$ cat config.mk
export PLATFORM = sky130hd
export DESIGN_NAME = seq_restoring_divider
export DESIGN_NICKNAME = d
export VERILOG_FILES = /design/src/rtl/seq_restoring_divider_pkg.sv /design/src/rtl/seq_restoring_divider_div_step.sv /design/src/rtl/seq_restoring_divider.sv
export SDC_FILE = /design/constraint.sdc
export NUM_CORES = 1
export LEC_CHECK = 0
export ABC_CLOCK_PERIOD_IN_PS = 2100
export CAP_MARGIN = 20
export CORE_ASPECT_RATIO = 0.9
export CORE_MARGIN = 3
export CORE_UTILIZATION = 48
export CTS_CLUSTER_SIZE = 8
export DETAILED_ROUTE_END_ITERATION = 10
export GPL_ROUTABILITY_DRIVEN = 0
export PLACE_DENSITY_LB_ADDON = 0.3
export SLEW_MARGIN = 20
export SYNTH_ARGS = -nofsm -noshare
export SYNTH_HDL_FRONTEND = slang
export SYNTH_SLANG_ARGS = --single-unit
export TNS_END_PERCENT = 100
$ cat constraint.sdc
create_clock -name clk -period 2.1 [get_ports clk]
set_input_delay 0.525 -clock clk [delete_from_list [all_inputs] [get_ports clk]]
set_output_delay 0.525 -clock clk [all_outputs]
set_load 0.01 [all_outputs]
$ cat src/rtl/seq_restoring_divider_pkg.sv
// Shared definitions for the sequential restoring divider: FSM state
// encoding and the width of the step counter.
package seq_restoring_divider_pkg;

  typedef enum logic [1:0] {
    ST_IDLE = 2'd0,
    ST_CALC = 2'd1,
    ST_FIN  = 2'd2
  } div_state_t;

  // Counter must hold the value WIDTH itself, hence WIDTH+1 codes.
  function automatic int count_width(input int width);
    return $clog2(width + 1);
  endfunction

endpackage

$ cat src/rtl/seq_restoring_divider_div_step.sv
// One radix-2 restoring step: shift the next dividend bit into the partial
// remainder, try to subtract the divisor, keep the difference only if it
// did not go negative.
module seq_restoring_divider_div_step
  import seq_restoring_divider_pkg::*;
#(
  parameter int WIDTH = 4
) (
  input  logic [WIDTH-1:0] rem_in,
  input  logic             dividend_bit,
  input  logic [WIDTH-1:0] divisor,
  output logic [WIDTH-1:0] rem_out,
  output logic             quotient_bit
);

  logic [WIDTH:0] shifted;
  logic [WIDTH:0] trial;

  // The shifted remainder is below 2*divisor, so a non-negative trial fits in
  // WIDTH bits and a negative one is no smaller than -(2^WIDTH-1); the extra
  // msb of the WIDTH+1 bit trial is therefore exactly its sign.
  always_comb begin
    shifted      = {rem_in, dividend_bit};
    trial        = shifted - {1'b0, divisor};
    quotient_bit = ~trial[WIDTH];
    if (quotient_bit) begin
      rem_out = trial[WIDTH-1:0];
    end else begin
      rem_out = shifted[WIDTH-1:0];
    end
  end

endmodule

$ cat src/rtl/seq_restoring_divider.sv
// Sequential radix-2 restoring divider with a start/done handshake.
// One quotient bit per cycle; results are registered on entry to FIN and
// held until the next FIN or reset.
//
//   state   | meaning
//   --------+-------------------------------------------------------------
//   ST_IDLE | waiting for start; operands captured when start is accepted
//   ST_CALC | one restoring step per cycle, count_q steps remaining
//   ST_FIN  | done pulse, results valid on the outputs, busy still high
module seq_restoring_divider
  import seq_restoring_divider_pkg::*;
#(
  parameter int WIDTH = 4
) (
  input  logic             clk,
  input  logic             rst_n,
  input  logic             start,
  input  logic [WIDTH-1:0] dividend,
  input  logic [WIDTH-1:0] divisor,
  output logic             busy,
  output logic             done,
  output logic [WIDTH-1:0] quotient,
  output logic [WIDTH-1:0] remainder,
  output logic             div_by_zero
);

  localparam int CNT_W = count_width(WIDTH);

  div_state_t       state_q;
  div_state_t       state_d;
  logic [CNT_W-1:0] count_q;
  logic [WIDTH-1:0] rem_q;
  logic [WIDTH-1:0] quo_q;
  logic [WIDTH-1:0] div_q;
  logic [WIDTH-1:0] step_rem;
  logic             step_qbit;
  logic             accept;
  logic             last_step;

  // quo_q starts as the dividend; its msb feeds the step while quotient bits
  // shift in from the bottom, so after WIDTH steps it holds the quotient.
  seq_restoring_divider_div_step #(
    .WIDTH(WIDTH)
  ) u_step (
    .rem_in      (rem_q),
    .dividend_bit(quo_q[WIDTH-1]),
    .divisor     (div_q),
    .rem_out     (step_rem),
    .quotient_bit(step_qbit)
  );

  // State register.
  always_ff @(posedge clk or negedge rst_n) begin
    if (!rst_n) begin
      state_q <= ST_IDLE;
    end else begin
      state_q <= state_d;
    end
  end

  // Next-state decode and handshake outputs.
  always_comb begin
    state_d   = state_q;
    busy      = 1'b0;
    done      = 1'b0;
    accept    = 1'b0;
    last_step = 1'b0;
    case (state_q)
      ST_IDLE: begin
        if (start) begin
          accept  = 1'b1;
          state_d = (divisor == '0) ? ST_FIN : ST_CALC;
        end
      end
      ST_CALC: begin
        busy = 1'b1;
        if (count_q == CNT_W'(1)) begin
          last_step = 1'b1;
          state_d   = ST_FIN;
        end
      end
      ST_FIN: begin
        busy    = 1'b1;
        done    = 1'b1;
        state_d = ST_IDLE;
      end
      default: begin
        state_d = ST_IDLE;
      end
    endcase
  end

  // Operand capture and iterative shift/subtract datapath.
  always_ff @(posedge clk or negedge rst_n) begin
    if (!rst_n) begin
      count_q <= '0;
      rem_q   <= '0;
      quo_q   <= '0;
      div_q   <= '0;
    end else if (accept) begin
      count_q <= CNT_W'(WIDTH);
      rem_q   <= '0;
      quo_q   <= dividend;
      div_q   <= divisor;
    end else if (state_q == ST_CALC) begin
      count_q <= count_q - CNT_W'(1);
      rem_q   <= step_rem;
      quo_q   <= {quo_q[WIDTH-2:0], step_qbit};
    end
  end

  // Result registers, loaded only on the edge that enters FIN.
  always_ff @(posedge clk or negedge rst_n) begin
    if (!rst_n) begin
      quotient    <= '0;
      remainder   <= '0;
      div_by_zero <= 1'b0;
    end else if (accept && (divisor == '0)) begin
      quotient    <= '1;
      remainder   <= dividend;
      div_by_zero <= 1'b1;
    end else if (last_step) begin
      quotient    <= {quo_q[WIDTH-2:0], step_qbit};
      remainder   <= step_rem;
      div_by_zero <= 1'b0;
    end
  end

endmodule
## After elaboration in Yosys (flattened, before gate mapping)

Cells that the tools add are included.

- Logic and storage cells: 46
- Register bits after elaboration: 26

- Mux-type cells: 23
- Equality and inequality tests: 5
- Reduce and logical (&&, ||, !) cells: 7
- Bitwise operators: 1
- Add/sub/neg operators: 2

Operator list:

| kind | number |
|---|---|
| $mux 4 | 9 |
| $mux 1 | 8 |
| $mux 2 | 3 |
| $mux 3 | 2 |
| $sub 5x4->5 | 1 |
| $logic_not 4->1 | 1 |
| $ne 2x2->1 const B | 2 |
| $pmux 2 s2 | 1 |
| $reduce_bool 2->1 | 2 |
| $eq 3x1->1 const B | 1 |
| $sub 3x1->3 const B | 1 |
| $eq 2x1->1 const B | 1 |
| $eq 2x2->1 const B | 1 |
| $logic_not 2->1 | 1 |
| $reduce_and 2->1 | 1 |
| $reduce_or 2->1 | 1 |
| $logic_and 1x1->1 | 1 |
| $not 1->1 | 1 |

## Logic depth before layout (Yosys ltp)

Gate-level depths: netlist of run 1.

- Depth in word-level cells: 5
- Mapped depth: 8
- Gate-level depth less buffers: 8

## Hierarchy

From an unflattened synthesis of run 1, not the netlist that was laid out.

- Cell total of the unflattened synthesis: 140
- Area, all modules: 1446.4 um2

Modules (own cells, without submodules):

| module | instances | cells an instance | seq. area each (um2) | area each (um2) |
|---|---|---|---|---|
| seq_restoring_divider | 1 | 116 | 650.6 | 1242.4 |
| seq_restoring_divider_div_step | 1 | 24 | 0.0 | 203.9 |

## Worst setup path after synthesis of run 1

No wires, ideal clock.

- Path type: register -> register
- From: register quo_q[3]
- To: register rem_q[0]
- Data arrival time: 2199 ps
- Buffers on the path: 0
- Slack: -176 ps
- Library setup time: 77 ps
- Cell stages (with the launch flop): 9
- Period minus slack after synthesis: 2276 ps
- Cells stage by stage: dfrtp_1 inv_1 ha_1 fa_1 nand2b_1 a21oi_2 xor2_2 mux2_2 a21oi_1

- Longest elaborated chain between the ends: 4

Ends and longest elaborated chain:

| item | RTL line | RTL |
|---|---|---|
| from (decl) | seq_restoring_divider.sv:33 | `logic [WIDTH-1:0] quo_q;` |
| from (signal assigned) | seq_restoring_divider.sv:103 | `quo_q <= dividend;` |
| from (signal assigned) | seq_restoring_divider.sv:108 | `quo_q <= {quo_q[WIDTH-2:0], step_qbit};` |
| $sub 5x4->5 | seq_restoring_divider_div_step.sv:24 | `trial = shifted - {1'b0, divisor};` |
| $mux 4 * | seq_restoring_divider_div_step.sv:26 | `if (quotient_bit) begin` |
| $mux 4 * | seq_restoring_divider.sv:105 | `end else if (state_q == ST_CALC) begin` |
| $mux 4 * | seq_restoring_divider.sv:100 | `end else if (accept) begin` |
| to (signal assigned) | seq_restoring_divider.sv:107 | `rem_q <= step_rem;` |
| to (decl) | seq_restoring_divider.sv:32 | `logic [WIDTH-1:0] rem_q;` |

Every way passes the cells marked *; elsewhere a longest branch is shown, timed or not. The select of a mux whose other input is x is not followed.
A chain may end at the register's enable or synchronous reset.

## Worst setup path in the final report of run 1

- From: register div_q[0]
- To: register rem_q[0]

- Longest elaborated chain between the ends: 4

Ends and longest elaborated chain:

| item | RTL line | RTL |
|---|---|---|
| from (decl) | seq_restoring_divider.sv:34 | `logic [WIDTH-1:0] div_q;` |
| from (signal assigned) | seq_restoring_divider.sv:104 | `div_q <= divisor;` |
| $sub 5x4->5 | seq_restoring_divider_div_step.sv:24 |  |
| $mux 4 | seq_restoring_divider_div_step.sv:26 |  |
| $mux 4 | seq_restoring_divider.sv:105 |  |
| $mux 4 | seq_restoring_divider.sv:100 |  |

Every way passes these cells. The select of a mux whose other input is x is not followed.

==> flow_summary_export.csv, run 1 <==
group,metric,value,unit
place,dp.cells,224,
power,p_int,2.103,mW
clock_tree,cts_htree_levels,1,
sta,worst_pin_slew,430.9,ps
sta,fin_ws,-92.19,ps
power,switching_share,0.3929,
clock_tree,cts.reportedPaths.clkPinSlew,150,ps
clock_tree,cts_sinks,26,
place,dpl.hpwl,2319,um
synth,yosys_register_bits,26,
detailed_routing,vias_per_cell,5.280,
synth,synth_cell_types,31,
sta,slew_headroom,0.7128,
global_routing,grt_max_degree,27,
clock_tree,cts_hold_buf,0,
detailed_routing,drt-initial-drc-count,57,
setup_path,critPathKind,"reg -> reg",
status,status,"finished, violations left",
power,vdd_drop_max,1110,uV
setup_path,crit_arrival,2460,ps
power,power.switching,1.361,mW
worst_hold_path,min_path_type,"reg -> reg",
place,post-place-ws,-215.6,ps
setup_path,cp.required,2360,ps
global_routing,grt_util_all_layers,0.1867,
detailed_routing,ant_nets,0,
synth,synth_top_area_frac,0.4452,
sta,finalHoldViolations,0,
setup_path,cp_max_fo,4,
setup_path,end_kind,"flip-flop",
global_routing,grt_pass1_wl,5526,um
synth,syn_area,1461,um^2
sta,fin_crit,2192,ps
layout,fill_cells,203,
sta,rsz0062_at_grt,"true",
synth,synth_top_cells_by_area,"dfrtp_1 45%, ha_1 7.7%, a21oi_1 5.5%",
setup_path,critPathLaunchType,"flip-flop",
job,drv_cap,0,
layout,syn2layout_area_growth,35.53,%
sta,finalCritPeriodShare,1.044,
detailed_routing,first_pass_iters,4,
clock_tree,cts_tree,"done",
synth,yosysSeqAreaShare,0.4452,
place,placed_cell_area,1851,um^2
sta,setup_viol,3,
die,core_area,2815,um^2
sta,final.setup_skew,9.534,ps
synth,synthTopCellsByCount,"26 x dfrtp_1, 17 x nand2_1, 16 x a21oi_1",
die,start_util,0.5191,
global_routing,grt_overflow,0,
layout,design_area,1981,um^2
detailed_routing,routed_wl,3272,um
detailed_routing,drc,0,
power,p_seq_frac,0.260,
power,combPwrFrac,0.664,
detailed_routing,wl_per_cell,13.86,um
synth,synth_ff_type,"dfrtp_1",
synth,yosysMostFrequentCell,"dfrtp_1",
synth,synth_cells,153,
status,violations,"setup timing",
sta,slew_viol_final,0,
synth,synth_area_per_cell,9.552,um^2
die,die_w,64.16,um
clock_tree,root_buffer,"clkbuf_4",
clock_tree,insertion_delay,330,ps
global_routing,grt_pass1_vias,1280,
layout,nets,218,
synth,synth_area_leader_cell,"dfrtp_1",
place,port_buffers,21,
synth,synth_enable_flop_cells,0,
die,num_io_pins,22,
synth,yosysWarnings,0,
layout,antenna_cells,0,
power,pwr_density_cell,1749,nW/um^2
power,power_leakage,0.9205,nW
clock_tree,cts_buffers,3,
global_routing,antenna_found_initial,0,
power,clock_power_share,0.076,
die,dieArea,3743,um^2
synth,synth_nets,174,
power,total_power,3.464,mW
die,rows,18,
die,die_h,58.35,um
detailed_routing,num_vias,1246,
synth,async_flop_share,1.000,
sta,timing.fmax,456.2,MHz
clock_tree,cts.path.max_buffers,2,
sta,tns,-180.7,ps
layout,drive_gt1_frac,0.2296,
layout,finalNonFillerCells,236,
==> power groups by stage <==
| stage | clock network (mW) | registers (mW) | logic [mW] |
|---|---|---|---|
| 2_1_floorplan | 0 | 0.881 | 1.30 |
| 3_3_place_gp | 0 | 0.889 | 1.88 |
| 3_5_place_dp | 0 | 0.902 | 1.93 |
| 4_1_cts | 0.264 | 0.887 | 2.03 |
| 5_1_grt | 0.287 | 0.935 | 2.54 |
| 6_report | 0.264 | 0.899 | 2.30 |
==> logic make-up (layout without fill, tap and decap cells) <==
kind of cell / after synthesis / after routing / share of synthesized area
and+or+nand+nor: 46 / 46 / 0.1515
adders and majority gates: 10 / 10 / 0.09076
AOI/OAI and AO/OA: 38 / 38 / 0.1473
muxes: 12 / 12 / 0.08733
DFF: 26 / 26 / 0.4452
xor gates and xnor gates: 4 / 4 / 0.02912
buffers and inverters: 17 / 60 / 0.04880
==> through the flow <==
| stage | hold slack [ps] | utilization |
|---|---|---|
| 2_1_floorplan | 229.4 | - |
| 3_3_place_gp | 463.5 | 0.6573 |
| 3_5_place_dp | 471.0 | 0.6573 |
| 4_1_cts | 504.4 | 0.6791 |
| 5_1_grt | 527.1 | 0.7036 |
| 6_report | 500.2 | 0.7036 |
==> placed cells by master (no fill, tap or decap), types with 2 or more instances in the layout <==
cell | netlist | routed
a21oi_1 | 16 | 14
a21oi_2 | 1 | 2
a31oi_1 | 2 | 2
and2_1 | 2 | 2
and3_1 | 5 | 5
buf_4 | 0 | 22
buf_6 | 1 | 2
clkbuf_4 | 0 | 3
clkdlybuf4s50_1 | 0 | 19
dfrtp_1 | 26 | 26
ha_1 | 9 | 8
inv_1 | 11 | 9
inv_2 | 0 | 2
mux2_2 | 6 | 4
mux2_4 | 0 | 2
mux2i_1 | 6 | 6
nand2_1 | 17 | 17
nand2b_4 | 0 | 2
nand3_1 | 4 | 4
nor2_1 | 11 | 11
o21ai_0 | 12 | 11
o21ai_1 | 2 | 3
o221ai_1 | 2 | 2
xnor2_1 | 2 | 2
==> area by class of cell <==
type,instances,area [um^2],share of cell area
multi-input cells,110,803.3,0.4056
clock buffers,4,36.28,0.01832
flip-flops and latches,26,650.6,0.3285
well taps,40,50.05,0.02527
repair buffers,45,399.1,0.2015
inverters,11,41.29,0.02085
==> worst max-delay path, stage by stage (launching register included) <==
cell,delay [ps]
dfrtp_1,440
ha_4,180
fa_2,330
nand2b_4,160
a21oi_4,220
xor2_4,210
buf_4,150
mux2_4,300
a21oi_2,140
==> what timing repair did <==
action / CTS / global route
buffers inserted: 3 / 6
cloned: 0 / 0
endpoints found under the setup margin: 5 / 10
gates resized for setup: 2 / 9
pin swaps: 1 / 4
==> routing by layer <==
metal  share of wire  track usage  wire, um
met2            0.48       0.3255      1574
met1            0.45       0.2279      1467
met4           0.015      0.08434        48
met3           0.055      0.03435       181
met5               0            0         0
==> flip-flops by register name (all words and copies together) (netlist names) <==
| register | flops |
|---|---|
| count_q | 3 |
| div_by_zero | 1 |
| div_q | 4 |
| quo_q | 4 |
| quotient | 4 |
| rem_q | 4 |
| remainder | 4 |
| state_q | 2 |
==> final timing paths <==
check,startpoint,end,slack (ps),cells past startpoint
worst min register to register,div_by_zero$_DFFE_PN0P_,div_by_zero$_DFFE_PN0P_,500,2
min in group asynchronous,rst_n,quotient[1]$_DFFE_PN0P_,540,2
worst max register to register,div_q[0]$_DFFE_PN0N_,rem_q[0]$_DFFE_PN0P_,-90,8
worst min-delay path,div_by_zero$_DFFE_PN0P_,div_by_zero$_DFFE_PN0P_,500,2
max in group asynchronous,rst_n,quotient[0]$_DFFE_PN0P_,1300,2
worst max-delay path,div_q[0]$_DFFE_PN0N_,rem_q[0]$_DFFE_PN0P_,-90,8
Power figures use the tool's default switching activity.
==> inputs of run 2 (changes only) <==
--- a/config.mk
+++ b/config.mk
@@ -9,11 +9,12 @@
 export CAP_MARGIN = 20
 export CORE_ASPECT_RATIO = 0.9
 export CORE_MARGIN = 3
-export CORE_UTILIZATION = 48
+export CORE_UTILIZATION = 45
 export CTS_CLUSTER_SIZE = 8
 export DETAILED_ROUTE_END_ITERATION = 10
 export GPL_ROUTABILITY_DRIVEN = 0
 export PLACE_DENSITY_LB_ADDON = 0.3
+export SETUP_SLACK_MARGIN = 0.15
 export SLEW_MARGIN = 20
 export SYNTH_ARGS = -nofsm -noshare
 export SYNTH_HDL_FRONTEND = slang
==> run 2 against run 1 <==
- the run still ends with setup timing left
- worst setup slack improved by 13 ps
- wire length increased by 21%
- critical path type unchanged
- flip-flop and latch count unchanged
- die area increased by 6.0%
- total power increased by 17%
- sequential share of layout area decreased by 2.1 points
- critical path depth increased by 2
- global-route usage increased by 3.1 points
- largest power group unchanged
- combinational power increased by 21%
- register-to-register slack about the same
- hold slack improved by 2.3 ps
==> flow_summary_export.csv, run 2 (synthesis gave the netlist of run 1 again) <==
group,metric,value,unit
power,switching_share,0.3958,
layout,multi_input_comb_area,847.1,um^2
sta,slew_headroom,0.7494,
clock_tree,cts.path.max_buffers,2,
die,die_w,66.07,um
setup_path,worstReg2RegStart,"quo_q[3]$_DFFE_PN0P_",
worst_hold_path,min_path_type,"reg -> reg",
detailed_routing,drt-initial-drc-count,63,
layout,syn2layout_area_growth,44.95,%
power,combPwrFrac,0.686,
setup_path,cp.required,2380,ps
sta,setup_viol,4,
setup_path,end_kind,"flip-flop",
global_routing,grt_util_all_layers,0.2173,
status,status,"finished, violations left",
status,violations,"setup timing",
layout,antenna_cells,0,
power,pwr_density_cell,1911,nW/um^2
global_routing,antenna_found_initial,0,
clock_tree,cts.reportedPaths.clkPinSlew,150,ps
place,post-place-ws,-250.6,ps
sta,slew_viol_final,0,
setup_path,cp_max_fo,3,
layout,final_cell_mix,"27 x buf_4, 26 x dfrtp_1, 19 x clkdlybuf4s50_1",
layout,finish.utilization,0.7235,
die,num_io_pins,22,
job,drv_cap,0,
clock_tree,cts_htree_levels,1,
power,power_leakage,0.9702,nW
die,rows,18,
global_routing,grt_pass1_vias,1423,
power,p_int,2.446,mW
sta,finalHoldViolations,0,
setup_path,critPathLaunchType,"flip-flop",
place,port_buffers,21,
sta,timing.fmax,458.9,MHz
sta,final.setup_skew,12.81,ps
detailed_routing,routed_wl,3968,um
layout,seqCellArea,650.6,um^2
worst_hold_path,holdCritStartpoint,"div_by_zero$_DFFE_PN0P_",
layout,final_common_cell,"buf_4",
clock_tree,cts_buffers,3,
clock_tree,insertion_delay,340,ps
global_routing,grt_overflow,0,
setup_path,critPathKind,"reg -> reg",
sta,finalCritPeriodShare,1.038,
setup_path,crit_arrival,2460,ps
clock_tree,cts_tree,"done",
power,vdd_drop_max,1132,uV
place,dpl.hpwl,2602,um
power,p_seq_frac,0.226,
die,dieArea,3968,um^2
setup_path,critPathLaunch,"quo_q[3]$_DFFE_PN0P_",
clock_tree,root_buffer,"clkbuf_4",
detailed_routing,first_pass_iters,4,
sta,rsz0062_at_grt,"true",
global_routing,grt_pass1_wl,6403,um
power,clock_power_share,0.088,
layout,fill_cells,202,
sta,tns,-178.3,ps
layout,nets,226,
detailed_routing,vias_per_cell,5.537,
global_routing,grt_max_degree,27,
die,start_util,0.4991,
detailed_routing,drc,0,
die,die_h,60.06,um
sta,worst_pin_slew,375.9,ps
detailed_routing,ant_nets,0,
detailed_routing,wl_per_cell,16.26,um
layout,drive_gt1_frac,0.2990,
sta,fin_ws,-79.18,ps
die,core_area,2928,um^2
sta,fin_crit,2179,ps
clock_tree,cts_sinks,26,
clock_tree,cts_hold_buf,0,
power,power.switching,1.603,mW
detailed_routing,num_vias,1351,
-- run 2: path summary, 6_finish.rpt --
kind | endpoint | slack, ps | cells after the start
max reg2reg | remainder[2]$_DFFE_PN0P_ | -80 | 10
min in group asynchronous | quotient[1]$_DFFE_PN0P_ | 530 | 2
min reg2reg | div_by_zero$_DFFE_PN0P_ | 500 | 2
max | remainder[2]$_DFFE_PN0P_ | -80 | 10
max in group asynchronous | div_q[1]$_DFFE_PN0N_ | 1300 | 2
min | div_by_zero$_DFFE_PN0P_ | 500 | 2
-- run 2: power groups by stage --
stage	Combinational (mW)	Clock, mW	Sequential, mW
finish	2.78	0.355	0.916
global route	2.98	0.369	0.945
CTS	2.40	0.353	0.910
detailed placement	2.01	0	0.906
global placement	1.92	0	0.894
floorplan	1.31	0	0.881
-- run 2: timing repair --
action | 4_1_cts | 5_1_grt
gates resized for setup | 13 | 9
endpoints found under the setup margin | 11 | 11
pin swaps | 8 | 3
setup buffers | 14 | 2
-- run 2: area by class of cell --
cell class,instances,share of cell area
Clock inverter,1,0.01418
Sequential cell,26,0.3071
Timing Repair Buffer,53,0.2250
Inverter,11,0.01949
Clock buffer,3,0.01063
Tap cell,40,0.02363
Multi-Input combinational cell,110,0.3999
-- run 2: metal layers --
| layer | GRT usage | up-vias | part of all wire |
|---|---|---|---|
| li1 | - | 631 | - |
| met1 | 0.2261 | 668 | 0.40 |
| met2 | 0.4243 | 38 | 0.52 |
| met3 | 0.04511 | 14 | 0.042 |
| met4 | 0.08696 | 0 | 0.033 |
| met5 | 0 | - | 0 |
-- run 2: stage by stage --
stage | instances | power, mW | cell area, um^2 | hold slack [ps]
after global placement | 224 | 2.813 | 1854 | 461.6
after floorplan | 153 | 2.196 | 1504 | 229.4
after global routing | 244 | 4.291 | 2118 | 550.5
final | 244 | 4.049 | 2118 | 502.5
after detailed placement | 224 | 2.917 | 1854 | 477.0
after CTS | 242 | 3.661 | 2054 | 512.0
-- run 2: critical path, cell delays in order, from the launching register on --
cell and delay [ps]:
dfrtp_1 400, inv_2 70, ha_4 160, fa_2 330, buf_4 140, buf_4 120, buf_4 120, xnor2_1 240
nand2_1 110, a32o_1 270, o21ai_1 150
==> inputs of run 3 (changes only) <==
--- a/config.mk
+++ b/config.mk
@@ -10,7 +10,6 @@
 export CORE_ASPECT_RATIO = 0.9
 export CORE_MARGIN = 3
 export CORE_UTILIZATION = 45
-export CTS_CLUSTER_SIZE = 8
 export DETAILED_ROUTE_END_ITERATION = 10
 export GPL_ROUTABILITY_DRIVEN = 0
 export PLACE_DENSITY_LB_ADDON = 0.3
==> results of run 3 <==
The final DEF is identical to that of run 2; final timing and power are the same.
